==> src/rtl/alu_arbiter_pkg.sv <==
// Shared definitions for the ALU arbiter: ALU opcode values and FSM state encoding.
package alu_arbiter_pkg;

   localparam logic [3:0] OpSll  = 4'd1;
   localparam logic [3:0] OpSrl  = 4'd2;
   localparam logic [3:0] OpSra  = 4'd3;
   localparam logic [3:0] OpAdd  = 4'd4;
   localparam logic [3:0] OpSub  = 4'd5;
   localparam logic [3:0] OpLui  = 4'd6;
   localparam logic [3:0] OpSlt  = 4'd7;
   localparam logic [3:0] OpSltu = 4'd8;
   localparam logic [3:0] OpXor  = 4'd9;
   localparam logic [3:0] OpOr   = 4'd10;
   localparam logic [3:0] OpAnd  = 4'd11;
   localparam logic [3:0] OpMul  = 4'd12;

   typedef enum logic [1:0] {
      StIdle,
      StExec,
      StResp
   } state_e;

endpackage

==> src/rtl/alu_arbiter_rr_arb2.sv <==
// Two-way round-robin pick: a lone requester wins outright, a tie goes to the
// port that did not win last time.
module alu_arbiter_rr_arb2 (
   input  logic [1:0] valid,
   input  logic       last_grant,
   output logic [1:0] grant
);

   always_comb begin
      grant = valid;
      if (valid == 2'b11) begin
         grant = last_grant ? 2'b01 : 2'b10;
      end
   end

endmodule

==> src/rtl/alu_arbiter.sv <==
// Sequences one shared combinational ALU between two requesters, one
// operation in flight, with registered operands and results.
module alu_arbiter
   import alu_arbiter_pkg::*;
#(
   parameter int unsigned DATAWIDTH = 32,
   parameter int unsigned OPWIDTH   = 4
) (
   input  logic                 CLK,
   input  logic                 RST,
   input  logic                 req0_valid,
   output logic                 req0_ready,
   input  logic [OPWIDTH-1:0]   req0_op,
   input  logic [DATAWIDTH-1:0] req0_rs1,
   input  logic [DATAWIDTH-1:0] req0_rs2,
   input  logic                 req1_valid,
   output logic                 req1_ready,
   input  logic [OPWIDTH-1:0]   req1_op,
   input  logic [DATAWIDTH-1:0] req1_rs1,
   input  logic [DATAWIDTH-1:0] req1_rs2,
   output logic                 resp0_valid,
   input  logic                 resp0_ready,
   output logic                 resp1_valid,
   input  logic                 resp1_ready,
   output logic [DATAWIDTH-1:0] resp_rd,
   output logic                 resp_overflow,
   output logic [OPWIDTH-1:0]   alu_op,
   output logic [DATAWIDTH-1:0] alu_rs1,
   output logic [DATAWIDTH-1:0] alu_rs2,
   input  logic [DATAWIDTH-1:0] alu_rd,
   input  logic                 alu_overflow,
   output logic                 busy
);

   state_e               state_q, state_d;
   logic                 last_grant_q;
   logic                 owner_q;
   logic [OPWIDTH-1:0]   op_q;
   logic [DATAWIDTH-1:0] rs1_q, rs2_q;
   logic [DATAWIDTH-1:0] rd_q;
   logic                 ovf_q;

   logic [1:0] grant;
   logic       accept;
   logic       capture;
   logic       release_owner;

   alu_arbiter_rr_arb2 u_rr_arb2 (
      .valid      ({req1_valid, req0_valid}),
      .last_grant (last_grant_q),
      .grant      (grant)
   );

   always_comb begin
      state_d       = state_q;
      req0_ready    = 1'b0;
      req1_ready    = 1'b0;
      resp0_valid   = 1'b0;
      resp1_valid   = 1'b0;
      accept        = 1'b0;
      capture       = 1'b0;
      release_owner = 1'b0;
      unique case (state_q)
         StIdle: begin
            req0_ready = grant[0];
            req1_ready = grant[1];
            if (grant != 2'b00) begin
               accept  = 1'b1;
               state_d = StExec;
            end
         end
         StExec: begin
            capture = 1'b1;
            state_d = StResp;
         end
         StResp: begin
            resp0_valid = ~owner_q;
            resp1_valid = owner_q;
            // Only the owner's ready retires the result.
            if (owner_q ? resp1_ready : resp0_ready) begin
               release_owner = 1'b1;
               state_d       = StIdle;
            end
         end
         default: state_d = StIdle;
      endcase
   end

   always_ff @(posedge CLK) begin
      if (RST) begin
         state_q      <= StIdle;
         last_grant_q <= 1'b1;
         owner_q      <= 1'b0;
         op_q         <= '0;
         rs1_q        <= '0;
         rs2_q        <= '0;
         rd_q         <= '0;
         ovf_q        <= 1'b0;
      end else begin
         state_q <= state_d;
         if (accept) begin
            owner_q <= grant[1];
            op_q    <= grant[1] ? req1_op  : req0_op;
            rs1_q   <= grant[1] ? req1_rs1 : req0_rs1;
            rs2_q   <= grant[1] ? req1_rs2 : req0_rs2;
         end
         if (capture) begin
            rd_q  <= alu_rd;
            ovf_q <= alu_overflow;
         end
         if (release_owner) begin
            last_grant_q <= owner_q;
         end
      end
   end

   assign alu_op        = op_q;
   assign alu_rs1       = rs1_q;
   assign alu_rs2       = rs2_q;
   assign resp_rd       = rd_q;
   assign resp_overflow = ovf_q;
   assign busy          = (state_q != StIdle);

endmodule

==> config.mk <==
export PLATFORM = sky130hd
export DESIGN_NAME = alu_arbiter
export DESIGN_NICKNAME = d
export VERILOG_FILES = /design/src/rtl/alu_arbiter_pkg.sv /design/src/rtl/alu_arbiter_rr_arb2.sv /design/src/rtl/alu_arbiter.sv
export SDC_FILE = /design/constraint.sdc
export NUM_CORES = 1
export LEC_CHECK = 0
export ABC_AREA = 1
export BUFFER_PORTS_ARGS = -buffer_cell sky130_fd_sc_hd__buf_2
export CORE_ASPECT_RATIO = 0.75
export CORE_MARGIN = 1.5
export CORE_UTILIZATION = 25
export DETAILED_ROUTE_END_ITERATION = 12
export PLACE_DENSITY_LB_ADDON = 0.12
export REMOVE_ABC_BUFFERS = 1
export SLEW_MARGIN = 10
export SYNTH_ARGS = -nofsm -noshare
export SYNTH_HDL_FRONTEND = slang
export SYNTH_SLANG_ARGS = --single-unit
==> constraint.sdc <==
create_clock -name CLK -period 1.8 [get_ports CLK]
set_input_delay 0.36 -clock CLK [delete_from_list [all_inputs] [get_ports CLK]]
set_output_delay 0.36 -clock CLK [all_outputs]
set_load 0.005 [all_outputs]
Word level (Yosys, flattened, before mapping)
Index checks and enable logic that the tools add are counted.
{"block": "word_totals", "reg_bits": 105, "in_bits": 175, "mem_bits_rw": 0, "rom_bits": 0, "elab_cells": 36, "memories": 0, "latchBits": 0}
{"block": "classes", "div": 0, "n_shift": 0, "n_eq_ne": 5, "bitwise_logic": 1, "magnitude_cmp": 0, "n_reduce_logical": 4, "mux": 18, "add_sub_neg": 0, "n_mul": 0}
{"cell": "$mux W32", "count": 2}
{"cell": "$mux W1", "count": 10}
{"cell": "$mux W2", "count": 4}
{"cell": "$pmux W2 S3", "count": 1}
{"cell": "$eq A2 B2 Y1 const B", "count": 2}
{"cell": "$mux W4", "count": 1}
{"cell": "$ne A2 B2 Y1 const B", "count": 2}
{"cell": "$reduce_bool A2 Y1", "count": 2}
{"cell": "$eq A2 B1 Y1 const B", "count": 1}
{"cell": "$logic_not A2 Y1", "count": 1}
{"cell": "$reduce_and A2 Y1", "count": 1}
{"cell": "$not A1 Y1", "count": 1}

Depth between registers and ports, before layout
Gate-level depths: netlist of run 1.
{"block": "logic_depth", "depth_word": 5, "ltp_mapped": 8}

By module
A second synthesis of run 1 with hierarchy kept.
{"block": "unflattened", "cells_unflattened": 831, "hier_area_um2": 5004.8}
{"mod": "alu_arbiter", "area_per_inst_um2": 4983.5, "seq_area_each_um2": 2102.0, "n_inst": 1, "cells_each": 826}
{"mod": "alu_arbiter_rr_arb2", "area_per_inst_um2": 21.3, "seq_area_each_um2": 0.0, "n_inst": 1, "cells_each": 5}

Least setup slack after synthesis of run 1
Ideal clock, no wire load.
{"block": "synth_path", "path_kind": "in2out", "start": "in req1_valid", "end": "out req0_ready", "slack_ns": 0.432, "stages": 4, "t_arrival_ns": 1.008, "n_path_buf": 2, "t_required_ns": 1.440, "cell_sequence": "buf_4 o21ai_1 clkbuf_1 nor2_1"}
{"block": "synth_between", "elab_chain_len": 3}
{"element": "from (decl)", "line_no": "alu_arbiter.sv:16", "text": "input logic req1_valid,"}
{"element": "$eq A2 B2 Y1", "line_no": "alu_arbiter_rr_arb2.sv:11", "text": "if (valid == 2'b11) begin"}
{"element": "$mux W2", "line_no": "alu_arbiter_rr_arb2.sv:11"}
{"element": "$mux W1", "line_no": "alu_arbiter.sv:63", "text": "unique case (state_q)"}
{"element": "to (decl)", "line_no": "alu_arbiter.sv:12", "text": "output logic req0_ready,"}
Every way passes these cells.

Final worst setup path of run 1
{"block": "layout_path", "start": "reg state_q[1]", "end": "out req0_ready"}
{"block": "layout_between", "elab_chain_len": 2}
{"element": "from (decl)", "line_no": "alu_arbiter.sv:35", "text": "state_e state_q, state_d;"}
{"element": "from (signal assigned)", "line_no": "alu_arbiter.sv:91", "text": "state_q <= StIdle;"}
{"element": "from (signal assigned)", "line_no": "alu_arbiter.sv:100", "text": "state_q <= state_d;"}
{"element": "$logic_not A2 Y1", "line_no": "alu_arbiter.sv:63"}
{"element": "$mux W1", "line_no": "alu_arbiter.sv:63"}
Every way passes these cells.

==> results.md, run 1 <==
* Status: finished clean
* Clock Pin Slew Worst Setup and Hold Paths at 80 ps
* IO Pins at 281
* Nets at 1148
* Final Max Tran Viols at 0
* Fin cells at 1225
* Initial antenna violation count at 0
* Hold_buf cts at 0
* Die Wd at 161 um
* 1st-iter DRT viols at 228
* Gr usage total at 15.2%
* CP startpoint kind: register
* Synth unique cells at 15
* Synth Warn # at 0
* Unrepaired setup endpoints after global routing: false
* Grt total ovfl at 0
* Area Overhead vs Synth at 41.9%
* Worst-path cell chain: nor2_2, buf_4, o21ai_4, nor2_2, buf_2
* CP max stage delay at 320 ps
* Layout cell share with drive strength beyond 1 at 32.5%
* Mean post-synth cell area at 6.50 um2
* GPL Wtd Cong at 0.749
* PostCTS Resize Cnt at 0
* # port buffers at 280
* HPWL Detailed at 10800 um
* Cells after Synth at 717
* H-tree depth at 3
* DR DRC count at 0
* Power Density at 908 mW/mm2
* Leakage at 3.53 nW
* Largest net degree at the start of global routing at 58
* Req. time, crit path at 1440 ps
* Die ar. at 0.0195 mm2
* Fin crit share at 93.1%
* Chip Height at 121 um
* DR vias at 5170
* CTS Buf Count at 9
* Core area at 0.0183 mm2
* Routed WL per cell at 12.4 um
* First-pass DRT Iterations at 6
* Worst EP arrival at 1320 ps
* Number of diodes at 0
* Detail Route Antenna Nets at 0
* Clk root buf: clkbuf_16
* Area occupied by multi-input gates at 0.00221 mm2
* Seq/Total Area, Yosys at 45.1%
* HP Class: input port to register
* Synth Register Bits at 105
* Leading cell types in the layout, fill and taps excluded: 280 x buf_2, 232 x nand2_1, 143 x nor2_1, 105 x dfxtp_1, 55 x o21ai_0
* Placed instance area at 0.00630 mm2
* Slowest CP cell: dfxtp_1
* Most common cell after layout, fill and taps aside: buf_2
* Top cell by count, worst path: nor2_2
* TritonCTS clock tree: done
* Minimum clock period at 1680 ps
* Syn Std Cell Area at 0.00466 mm2
* Biggest fanout along the worst timing path at 5
* Row cnt at 43
* Max_cap viols at 0
* Clock skew at 6.80 ps
* Clock Path Buffers at 2
* Total Power at 6.00 mW
* Register Area at 0.00210 mm2
* Skew-Pair Late Insertion Delay at 340 ps
* First-pass GRT wire length at 23800 um
* Max VDD drop at 0.000482 V
* Number of setup violations in the final report at 0
* Worst Max-Slew Pin Slew at 526 ps
* CP Capture Type: output port
* Initial Utilization at 25.4%
* Clock sink count at 105
* Setup TNS at 0 ps
* Final WL at 15200 um
* Placed cell count at 1209
* Post-CTS Repair Setup Buffers at 0
* Vias in the first global route at 4720
* Final Hold Viols at 0
* Post-Layout Inst Area at 0.00661 mm2
* Slew HR at 64.9%
* Vias per cell at 4.22
* Fmax at 597 MHz
* WS Path Type: register to output port
* Fillcell total at 2082
==> logic make-up after synthesis <==
family / share of synthesized area, %
AND/OR/NAND/NOR: 35.6
flip-flops: 45.1
AO/OA/AOI/OAI: 11.3
buffers and inverters: 7.95
==> path summary, 6_finish.rpt <==
check	startpoint	to	slack, ps	cells past startpoint
setup / recovery	state_q[1]$_SDFFE_PP0P_	req0_ready	120	5
hold / removal	alu_rd[14]	resp_rd[14]$_SDFFE_PP0N_	250	3
setup reg to reg	state_q[1]$_SDFFE_PP0P_	alu_op[1]$_SDFFE_PP0P_	410	7
hold reg to reg	alu_rs2[11]$_SDFFE_PP0P_	alu_rs2[11]$_SDFFE_PP0P_	460	2
==> power breakdown <==
group	switching (mW)	internal (mW)	total, mW
combinational	0.764	0.596	1.36
sequential	0.109	2.56	2.67
clock	0.931	1.04	1.97
==> per-stage QoR <==
step	utilization, %	worst slack [ps]	hold slack (ps)
after floorplan	-	-1750	429
after global placement	34.3	239	452
after detailed placement	34.3	224	452
after CTS	36.0	10.1	243
after global routing	36.0	31.2	262
final	36.0	124	254
==> layer usage <==
metal / track usage [%] / part of all wire (%)
met1: 20.1 / 49
met2: 24.1 / 44
met3: 4.00 / 5.9
met4: 4.67 / 1.2
met5: 0 / 0
==> layout make-up <==
type / instances / share of cell area, %
repair buffers: 295 / 23.7
multi-input cells: 530 / 33.4
clock buffers: 11 / 3.83
inverters: 32 / 1.82
flip-flops and latches: 105 / 31.8
well taps: 247 / 4.68
clock inverters: 5 / 0.758
==> critical path: cells and delay by family (launching register included) <==
family          cells  cell delay [ps]
compound gates      1               80
simple gates        2              290
buf+inv             2              280
flops               1              320
==> flip-flops by register name, summed over array words and instances, names as in the netlist <==
| name | flops |
|---|---|
| alu_rs1 | 32 |
| alu_rs2 | 32 |
| resp_rd | 32 |
| alu_op | 4 |
| state_q | 2 |
| last_grant_q | 1 |
| owner_q | 1 |
| resp_overflow | 1 |
==> cells in the mapped netlist (all sizes together) <==
master	number	area share, %
a21oi	46	4.9
buf	25	3.4
clkbuf	25	2.0
dfxtp	105	45
inv	32	2.6
nand2	234	19
nand3	45	4.8
nor2	146	12
o211ai	1	0.16
o21ai	58	6.2
(Power assumes the default switching activity.)
==> run 2: changes to the inputs <==
GPL_TIMING_DRIVEN = 0   (was default)
==> run 2 against run 1 <==
Compared with the run above:
- via count rose by 2.9%
- sequential power hardly changed
- total power increased by 0.50%
- sequential cell count unchanged
- maximum frequency shrank 2.4%
==> results.md, run 2 (synthesized netlist as in run 1, its figures left out) <==
* CP Capture Type: output port
* HP Class: input port to register
* Clock sink count at 105
* Fillcell total at 2027
* Nets at 1151
* Final WL at 16400 um
* HPWL Detailed at 10500 um
* Top Layer Used: met4
* Area Overhead vs Synth at 44.5%
* TritonCTS clock tree: done
* Crit path depth at 6
* Max_cap viols at 0
* FF-to-FF setup slack at 250 ps
* Vias per cell at 4.33
* Reg2Reg Capture Point: resp_rd[18]$_SDFFE_PP0N_
* Detail Route Antenna Nets at 0
* Fmax at 582 MHz
* Placed instance area at 0.00623 mm2
* CP Buf/Inv Count at 3
* GPL Wtd Cong at 0.755
* Worst Max-Slew Pin Slew at 556 ps
* Hold_buf cts at 0
* Routed WL per cell at 13.3 um
* Sw power at 1.88 mW
* 1st-iter DRT viols at 324
* Power Density at 896 mW/mm2
* Skew-Pair Late Insertion Delay at 350 ps
* WS Path Type: register to output port
* WL met3 at 1060 um
* R2R depth at 5
* Clock Path Buffers at 2
* Req. time, crit path at 1440 ps
* # port buffers at 280
* CP startpoint kind: register
* Top cell by count, worst path: nand2_8
* Leading cell types in the layout, fill and taps excluded: 278 x buf_2, 231 x nand2_1, 144 x nor2_1, 104 x dfxtp_1, 55 x o21ai_0
* Post-Layout Inst Area at 0.00673 mm2
* Placed cell count at 1198
* Met2 WL at 7280 um
* Gr usage total at 16.8%
* Final Hold Viols at 0
* Clock Pin Slew Worst Setup and Hold Paths at 70 ps
* Die Wd at 161 um
* Vias in the first global route at 5008
* Clock Power Share at 31.9%
* Number of setup violations in the final report at 0
* Initial Utilization at 25.4%
* Most common cell after layout, fill and taps aside: buf_2
* Slowest CP cell: dfxtp_4
* Leakage at 3.55 nW
* Launching point of the worst reg2reg path: state_q[1]$_SDFFE_PP0P_
* Biggest fanout along the worst timing path at 25
* Fin crit share at 95.4%
* Wl on met1 at 7790 um
* Initial antenna violation count at 1
* Status: finished clean
* Internal at 4.15 mW
* IO Pins at 281
* Minimum clock period at 1720 ps
* Register Area at 0.00211 mm2
* Chip Height at 121 um
* Fin cells at 1229
* First-pass DRT Iterations at 4
* Unrepaired setup endpoints after global routing: true
* Layout cell share with drive strength beyond 1 at 33.0%
* Final Max Tran Viols at 0
* DR vias at 5319
* Sequential Power Share at 44.4%
* CP Launch Point: last_grant_q$_SDFFE_PP1P_
* Worst EP arrival at 1360 ps
* Worst-path cell chain: nand2_8, nand2_8, clkinv_16, nand2_1, inv_1, buf_2
* Area occupied by multi-input gates at 0.00230 mm2
* Slew HR at 63.0%
* Largest net degree at the start of global routing at 50
* Max VDD drop at 0.000458 V
* CP max stage delay at 380 ps
* DR DRC count at 0
* Clock skew at 5.35 ps
* H-tree depth at 3
* CTS Buf Count at 9
* Clk root buf: clkbuf_16
* Grt total ovfl at 0
* Switching Fraction at 31.2%
* First-pass GRT wire length at 25800 um
* Critical path endpoint: req1_ready
* Die ar. at 0.0195 mm2
* Setup TNS at 0 ps
* Core area at 0.0183 mm2
* CP top delay family: flip-flops
* Combinational power share at 23.8%
* Row cnt at 43
-- run 2: metal layers --
layer  vias up  GRT usage [%]
met2       155           26.9
met1      2385           22.2
met3        15           4.37
met5         -              0
met4         0           5.20
li1       2764              -
-- run 2: worst min path at each step --
stage	slack (ps)	end	from	depth (start not counted)
2_1_floorplan	430	alu_op[2]$_SDFFE_PP0P_	RST	1
3_3_place_gp	450	alu_rs2[30]$_SDFFE_PP0P_	alu_rs2[30]$_SDFFE_PP0P_	2
3_5_place_dp	450	alu_rs2[26]$_SDFFE_PP0P_	alu_rs2[26]$_SDFFE_PP0P_	2
4_1_cts	230	resp_rd[14]$_SDFFE_PP0N_	alu_rd[14]	3
5_1_grt	250	resp_rd[14]$_SDFFE_PP0N_	alu_rd[14]	3
6_report	250	resp_rd[14]$_SDFFE_PP0N_	alu_rd[14]	3
-- run 2: stage by stage --
stage,setup slack (ps),util (%),hold WS (ps),power [mW]
floorplan,-1750,-,429,3.38
global placement,-4750,33.3,453,4.08
detailed placement,-1850,34.0,451,4.09
CTS,-11.5,36.5,232,6.15
global route,-19.5,36.7,250,6.44
finish,82.7,36.7,254,6.03
-- run 2: timing repair --
action,in CTS,in global routing
setup buffers,6,1
cloned,7,0
setup endpoints to repair,104,16
hold endpoints to repair,0,0
pin swaps,4,0
gates resized for setup,18,4
-- run 2: worst reg2reg max path: stages, from the launching register on --
cell	delay, ps
dfxtp_1	380
inv_1	100
nand2_4	300
clkinvlp_4	430
nor2_1	170
nor2_1	60
-- run 2: final cells by class --
cell class / instances / area share, %
well taps: 247 / 4.59
multi-input cells: 535 / 34.2
flip-flops and latches: 105 / 31.3
repair inverters: 2 / 0.242
inverters: 32 / 2.23
repair buffers: 291 / 23.1
diodes: 1 / 0.0372
clock buffers: 9 / 3.35
clock inverters: 7 / 0.911
-- run 2: power by group through the flow --
| stage | Combinational [mW] | Sequential [mW] | Clock [mW] |
|---|---|---|---|
| 6_report | 1.43 | 2.68 | 1.92 |
| 5_1_grt | 1.63 | 2.71 | 2.10 |
| 4_1_cts | 1.45 | 2.68 | 2.02 |
| 3_5_place_dp | 1.37 | 2.72 | 0 |
| 3_3_place_gp | 1.36 | 2.72 | 0 |
| 2_1_floorplan | 0.627 | 2.75 | 0 |
